File: src/rtl/win_led_sequencer.sv
// win_led_sequencer
//   Turns a raw win-detect result into a timed RGB LED sequence. A new result
//   is latched in IDLE, its colour blinks BLINKS times (HALF_PERIOD cycles on,
//   HALF_PERIOD cycles off), and then it is held at PWM-dimmed brightness until
//   clear. Every output is registered, so the LED never shows detect_win
//   directly.
//
//   Control inputs are plain level/pulse signals sampled on the rising clock
//   edge; there is no valid/ready handshake on this block.
//   - clear:      one-cycle request that has priority over everything else.
//   - detect_win: looked at only in IDLE, and only while armed. armed is set
//                 again by any edge that sees detect_win==00, so a stale
//                 result cannot retrigger a sequence.
module win_led_sequencer #(
    parameter int HALF_PERIOD = 4,
    parameter int BLINKS      = 3,
    parameter int PWM_BITS    = 4,
    parameter int HOLD_DUTY   = 8
) (
    input  logic       clk,
    input  logic       rst_n,
    input  logic [1:0] detect_win,
    input  logic       clear,
    output logic [2:0] LED_out,
    output logic       busy,
    output logic       seq_done
);

    localparam int TW = (HALF_PERIOD < 1) ? 1 : $clog2(HALF_PERIOD + 1);
    localparam int BW = (BLINKS < 1) ? 1 : $clog2(BLINKS + 1);

    localparam logic [TW-1:0]     TIMER_LAST = TW'(HALF_PERIOD - 1);
    localparam logic [BW-1:0]     BLINK_LAST = BW'(BLINKS);
    localparam logic [PWM_BITS:0] DUTY       = (PWM_BITS + 1)'(HOLD_DUTY);

    typedef enum logic [1:0] {
        ST_IDLE      = 2'd0,
        ST_BLINK_ON  = 2'd1,
        ST_BLINK_OFF = 2'd2,
        ST_HOLD      = 2'd3
    } state_e;

    state_e              state_q,     state_d;
    logic [TW-1:0]       timer_q,     timer_d;
    logic [BW-1:0]       blink_cnt_q, blink_cnt_d;
    logic [PWM_BITS-1:0] pwm_cnt_q,   pwm_cnt_d;
    logic [1:0]          win_q,       win_d;
    logic                armed_q,     armed_d;
    logic [2:0]          led_q,       led_d;
    logic                busy_q,      busy_d;
    logic                seq_done_q,  seq_done_d;

    // The outcome colour is {R,G,B}: player1 red, player2 blue, draw green.
    function automatic logic [2:0] colour_of(input logic [1:0] win);
        logic [2:0] c;
        c = 3'b000;
        case (win)
            2'b01:   c = 3'b100;
            2'b10:   c = 3'b001;
            2'b11:   c = 3'b010;
            default: c = 3'b000;
        endcase
        return c;
    endfunction

    // This register bank holds the state, counters, latched result and the
    // registered outputs.
    always_ff @(posedge clk or negedge rst_n) begin
        if (!rst_n) begin
            state_q     <= ST_IDLE;
            timer_q     <= '0;
            blink_cnt_q <= '0;
            pwm_cnt_q   <= '0;
            win_q       <= 2'b00;
            armed_q     <= 1'b1;
            led_q       <= 3'b000;
            busy_q      <= 1'b0;
            seq_done_q  <= 1'b0;
        end else begin
            state_q     <= state_d;
            timer_q     <= timer_d;
            blink_cnt_q <= blink_cnt_d;
            pwm_cnt_q   <= pwm_cnt_d;
            win_q       <= win_d;
            armed_q     <= armed_d;
            led_q       <= led_d;
            busy_q      <= busy_d;
            seq_done_q  <= seq_done_d;
        end
    end

    // This block computes the next state and counters, then derives the
    // outputs from that next state. Doing it that way means the registered
    // outputs line up with the state they describe.
    always_comb begin
        state_d     = state_q;
        timer_d     = timer_q;
        blink_cnt_d = blink_cnt_q;
        pwm_cnt_d   = pwm_cnt_q;
        win_d       = win_q;
        armed_d     = armed_q;
        seq_done_d  = 1'b0;
        led_d       = 3'b000;
        busy_d      = 1'b0;

        // Re-arming does not depend on clear or on the current state.
        if (detect_win == 2'b00) begin
            armed_d = 1'b1;
        end

        if (clear) begin
            state_d     = ST_IDLE;
            timer_d     = '0;
            blink_cnt_d = '0;
            pwm_cnt_d   = '0;
        end else begin
            case (state_q)
                ST_IDLE: begin
                    if (detect_win != 2'b00 && armed_q) begin
                        win_d       = detect_win;
                        timer_d     = '0;
                        blink_cnt_d = '0;
                        armed_d     = 1'b0;
                        state_d     = ST_BLINK_ON;
                    end
                end
                ST_BLINK_ON: begin
                    if (timer_q == TIMER_LAST) begin
                        timer_d = '0;
                        state_d = ST_BLINK_OFF;
                    end else begin
                        timer_d = timer_q + 1'b1;
                    end
                end
                ST_BLINK_OFF: begin
                    if (timer_q == TIMER_LAST) begin
                        timer_d     = '0;
                        blink_cnt_d = blink_cnt_q + 1'b1;
                        if (blink_cnt_q + 1'b1 == BLINK_LAST) begin
                            pwm_cnt_d  = '0;
                            seq_done_d = 1'b1;
                            state_d    = ST_HOLD;
                        end else begin
                            state_d = ST_BLINK_ON;
                        end
                    end else begin
                        timer_d = timer_q + 1'b1;
                    end
                end
                ST_HOLD: begin
                    // The counter wraps naturally at 2**PWM_BITS.
                    pwm_cnt_d = pwm_cnt_q + 1'b1;
                end
                default: begin
                    state_d = ST_IDLE;
                end
            endcase
        end

        busy_d = (state_d != ST_IDLE);
        case (state_d)
            ST_BLINK_ON: led_d = colour_of(win_d);
            ST_HOLD:     led_d = ({1'b0, pwm_cnt_d} < DUTY) ? colour_of(win_d) : 3'b000;
            default:     led_d = 3'b000;
        endcase
    end

    assign LED_out  = led_q;
    assign busy     = busy_q;
    assign seq_done = seq_done_q;

endmodule
File: config.mk
export PLATFORM = sky130hd
export DESIGN_NAME = win_led_sequencer
export DESIGN_NICKNAME = d
export VERILOG_FILES = /design/src/rtl/win_led_sequencer.sv
export SDC_FILE = /design/constraint.sdc
export NUM_CORES = 1
export LEC_CHECK = 0
export ABC_AREA = 0
export CORE_ASPECT_RATIO = 1.5
export CORE_MARGIN = 10
export CORE_UTILIZATION = 50
export CTS_CLUSTER_DIAMETER = 80
export DETAILED_ROUTE_END_ITERATION = 10
export GPL_ROUTABILITY_DRIVEN = 0
export PLACE_DENSITY = 0.81
export RECOVER_POWER = 50
export SYNTH_ARGS = -nofsm -noshare
export SYNTH_HDL_FRONTEND = slang
export SYNTH_SLANG_ARGS = --single-unit
File: constraint.sdc
create_clock -name clk -period 1.65 [get_ports clk]
set_input_delay 0.165 -clock clk [delete_from_list [all_inputs] [get_ports clk]]
set_output_delay 0.165 -clock clk [all_outputs]
set_load 0.01 [all_outputs]
Word-level counts from Yosys, hierarchy flattened
Index checks and enable logic that the tools add are counted.

storage, ports and cells
  flip-flop bits (word level) = 19

cells by class
  equality and inequality tests = 12
  $add $sub $neg = 3
  mux-type cells = 32
  reduce and logical (&&, ||, !) cells = 10
  order comparisons = 1

operators with widths
  operator               number
  $mux W2                11
  $eq A2 B2 Y1 const B   6
  $mux W3                4
  $mux W4                3
  $pmux W3 S2            2
  $pmux W3 S3            1
  $mux W1                8
  $pmux W4 S2            1
  $eq A2 B1 Y1 const B   3
  $ne A3 B3 Y1 const B   2
  $pmux W2 S3            1
  $reduce_bool A3 Y1     2
  $add A4 B1 Y4 const B  1
  $logic_not A2 Y1       2
  $lt A4 B4 Y1 const B   1
  $pmux W2 S2            1
  $reduce_bool A2 Y1     2
  $add A3 B1 Y3 const B  1
  $eq A3 B2 Y1 const B   1
  $reduce_and A3 Y1      1
  $add A2 B1 Y2 const B  1
  $reduce_and A2 Y1      1
  $reduce_or A2 Y1       1
  $logic_and A1 B1 Y1    1

Logic depth before layout (Yosys ltp)
  depth after elaboration = 9
  gate-level depth with buffers = 7
  depth with buffers taken out = 6

Least setup slack after synthesis
OpenSTA, ideal clock, no wires.

  kind = reg-to-reg
  start point = register state_q[1]
  end point = register timer_q[0]
  cell stages (with the launch flop) = 8
  slack = -0.004 ns
  required time = 1.532 ns
  arrival time = 1.536 ns
  path buffers = 1
  cells stage by stage = dfrtp_1 -> inv_1 -> ha_1 -> buf_6 -> o211a_1 -> a211oi_1 -> nor4_1 -> a21o_1

between the ends
  word-level cells in the longest chain between the ends = 4

ends and longest elaborated chain
  what                                               RTL line  source
  start, declared                                    43        state_e state_q, state_d;
  start signal, assigned                             80        state_q <= state_d;
  $eq A2 B2 Y1 or $eq A2 B1 Y1 (tied branches)       117       case (state_q)
  $reduce_or A2 Y1 (no line)                         n/a
  $pmux W3 S2 or $reduce_bool A3 Y1 (tied branches)  n/a
  $mux W3 or $reduce_and A2 Y1 (tied branches)       n/a
  end signal, assigned                               81        timer_q <= timer_d;
  end, declared                                      44        logic [TW-1:0] timer_q, timer_d;

Parallel ways exist; a longest one is shown, timed or not.
A chain may end at the register's enable or synchronous reset.

Final worst setup path
  start point = register state_q[0]
  end point = register led_q[2], in the netlist LED_out[2]

between the ends
  word-level cells in the longest chain between the ends = 7

ends and longest elaborated chain
  what                                                                  RTL line  source
  parallel branches: the longest is 6 deep, another holds $lt A4 B4 Y1  n/a
  $pmux W3 S2 *                                                         161       case (state_d)
  net led_d[2]                                                          49        logic [2:0] led_q, led_d;
  end signal, assigned                                                  86        led_q <= led_d;
  end, declared                                                         49

Mark *: on every way through the listed nets, which the timed path passes.

==> impl_metrics.toml <==
[run_status]
status = "finished, violations left"
violations = "negative setup slack"

[timing]
maxSlewHeadroom_pct = 31.1
clock_skew_ps = 4.42
rsz0062_at_grt = "yes"
slew_violations = 0
fin_ws_ps = -101
setup_tns_ps = -300
max_freq_mhz = 571
period_needed_ps = 1750
post-route-period-util_pct = 106
finalSetupViolCount = 4
finalHoldViolCount = 0
worst_pin_slew_ps = 1030

[detailed_routing]
drcViolationCount = 0
drtPass1Iterations = 4
ant_nets = 0
wire_per_inst_um = 16.5
drt_iter0_markers = 24
postRouteWirelength_mm = 2.61
vias_per_cell = 5.91
vias = 934

[floorplanning]
initial_utilization_pct = 51.6
die_w_um = 59.0
ios = 10
core.rowCount = 21
die-area_um2 = 4630
die_y_um = 78.4
core_um2 = 2210

[clock_network]
clock_sinks = 19
clockBufferDepth = 2
cts-root-buf = "clkbuf_4"
cts_htree_levels = 1
cts_tree = "built"
cts_buffers = 3
clock_latency_ps = 300
clk_pin_slew_ps = 100

[synth]
synth-main-ff-cell = "dfrtp_1"
syn_avg_cell_area_um2 = 10.4
synth.distinct_cells = 50
synth_area_leaders = "dfrtp_1 40%, ha_1 8.8%, inv_1 3.3%"
yosysTopAreaCell = "dfrtp_1"
syn_nets = 122
syn_area_um2 = 1140
synth_most_common_cell = "dfrtp_1"
synthTopCellsByCount = "18 x dfrtp_1, 10 x inv_1, 8 x ha_1"
synth-seq-cells = 19
synth-edff-count = 0
ys_warn_count = 0
synth_top_area_share_pct = 39.6
synth-async-reset-ratio_pct = 100
seq_area_frac_synth_pct = 41.9
syn_inst = 109

[finish]
fin_nets = 149
design_area_um2 = 1440
drive_above_1_share_pct = 30.4
fin_util_pct = 65.4
area_growth_pct = 26.8
num_antenna_cells = 0

[place]
hpwl_mm = 1.90
port_buffers = 9
placed_area_um2 = 1350

[worst_setup_path]
cp_num_cells = 5
crit_arrival_ps = 1930
timing.critical_path.buf_inv = 0
cpPeakStageDelay_ps = 450
crit_slowest_cell = "dfrtp_1"
crit_family = "compound AO/OA/AOI/OAI gates"
worstSetupStartpointType = "flip-flop"
timing.setup.critical_path_class = "flip-flop to flip-flop"
r2r_setup_slack_ps = -100
crit_path_end_kind = "flip-flop"
crit_fanout = 3
worstPathRequired_ps = 1830
crit_chain = "ha_4, or3b_1, a221o_1, a32oi_2, nor4b_1"
reg2regPathDepth = 5

[power_and_ir_drop]
p_int_mw = 0.749
switching_share_pct = 29.6
p_switching_mw = 0.315
power_density_nw_per_um2 = 737
total_power_mw = 1.06
pwr-share-clk_pct = 21.9
power.leakage_nw = 0.611
p_seq_share_pct = 50.1
max-vdd-ir-drop_mv = 0.549
power_frac_comb_pct = 28.0

[grt]
grt_max_degree = 20
grt_pass1_wl_mm = 4.17
grt_use_total_pct = 11.3
grt_pass1_vias = 965
antenna_found_initial = 0
gr-total-overflow = 0

[worst_hold_path]
hold_path.class = "input port to flip-flop"
holdPathStages = 2

[job]
cap_violations = 0
==> final timing paths <==
check,endpoint,from
min reg2reg,timer_q[1],timer_q[1]
max,LED_out[2],state_q[0]
min in group asynchronous,pwm_cnt_q[0],rst_n
min,armed_q,detect_win[0]
max reg2reg,LED_out[2],state_q[0]
max in group asynchronous,state_q[1],rst_n
==> flip-flops by register name, summed over array words and instances (netlist names) <==
name / flops
pwm_cnt_q: 4
LED_out: 3
timer_q: 3
blink_cnt_q: 2
state_q: 2
win_q: 2
armed_q: 1
busy: 1
seq_done: 1
==> logic make-up (layout without fill, tap and decap cells) <==
logic type,count (synthesis),count (layout),synth area share (%)
xor+xnor,1,1,0.769
buf+inv,15,41,6.04
fa+ha+maj,8,8,8.79
mux,2,2,1.87
compound gates,32,32,23.5
flops,19,19,41.9
simple gates,32,32,17.1
==> routing by layer <==
layer  routed length [um]  up-vias  track usage (%)
met1                 1070      465             11.3
li1                     -      451                -
met5                    0        -                0
met3                   88        5             3.70
met4                   44        0             6.68
met2                 1410       13             19.4
==> power groups by stage <==
stage | Combinational, mW | Clock (mW) | Sequential, mW
final | 0.298 | 0.232 | 0.533
after global placement | 0.248 | 0 | 0.535
after detailed placement | 0.261 | 0 | 0.538
after CTS | 0.276 | 0.237 | 0.530
after global routing | 0.319 | 0.256 | 0.537
after floorplan | 0.143 | 0 | 0.541
==> layout make-up <==
cell class / count / area, um2
clock buffers: 4 / 26.3
fillers: 173 / 763
inverters: 11 / 41.3
multi-input cells: 75 / 652
flip-flops and latches: 19 / 478
well taps: 23 / 28.8
repair buffers: 26 / 218
==> stage by stage <==
| step | worst slack (ps) | hold WS (ps) | cells |
|---|---|---|---|
| after floorplan | 10.3 | -131 | 109 |
| after global placement | -25.9 | 457 | 152 |
| after detailed placement | -136 | 488 | 152 |
| after CTS | -82.0 | 201 | 156 |
| after global routing | -129 | 499 | 158 |
| final | -101 | 480 | 158 |
==> layout by cell type, fill, tap and decap left out, types with 2 or more instances in the layout <==
cell type	synthesis	routed
o21ai_0	2	2
inv_2	1	2
buf_4	1	15
a21oi_1	5	5
clkbuf_1	1	2
o21a_1	2	2
ha_1	8	3
clkdlybuf4s50_1	0	8
dfrtp_1	18	17
a31oi_1	3	3
nor3_1	2	2
o32ai_1	2	2
nand3_1	2	2
ha_4	0	3
inv_1	10	9
or3b_1	2	2
clkbuf_4	0	3
a211oi_1	3	2
nor2_1	7	7
nand2_1	5	5
ha_2	0	2
o21ai_1	2	2
==> repair_timing <==
| item | CTS | global route |
|---|---|---|
| pin swaps | 2 | 1 |
| setup endpoints to repair | 7 | 10 |
| gates resized for setup | 6 | 7 |
| cloned | 0 | 0 |
| buffers inserted | 0 | 2 |
| hold buffers | 0 | 0 |
No activity file was read; power rests on OpenSTA's default activity.
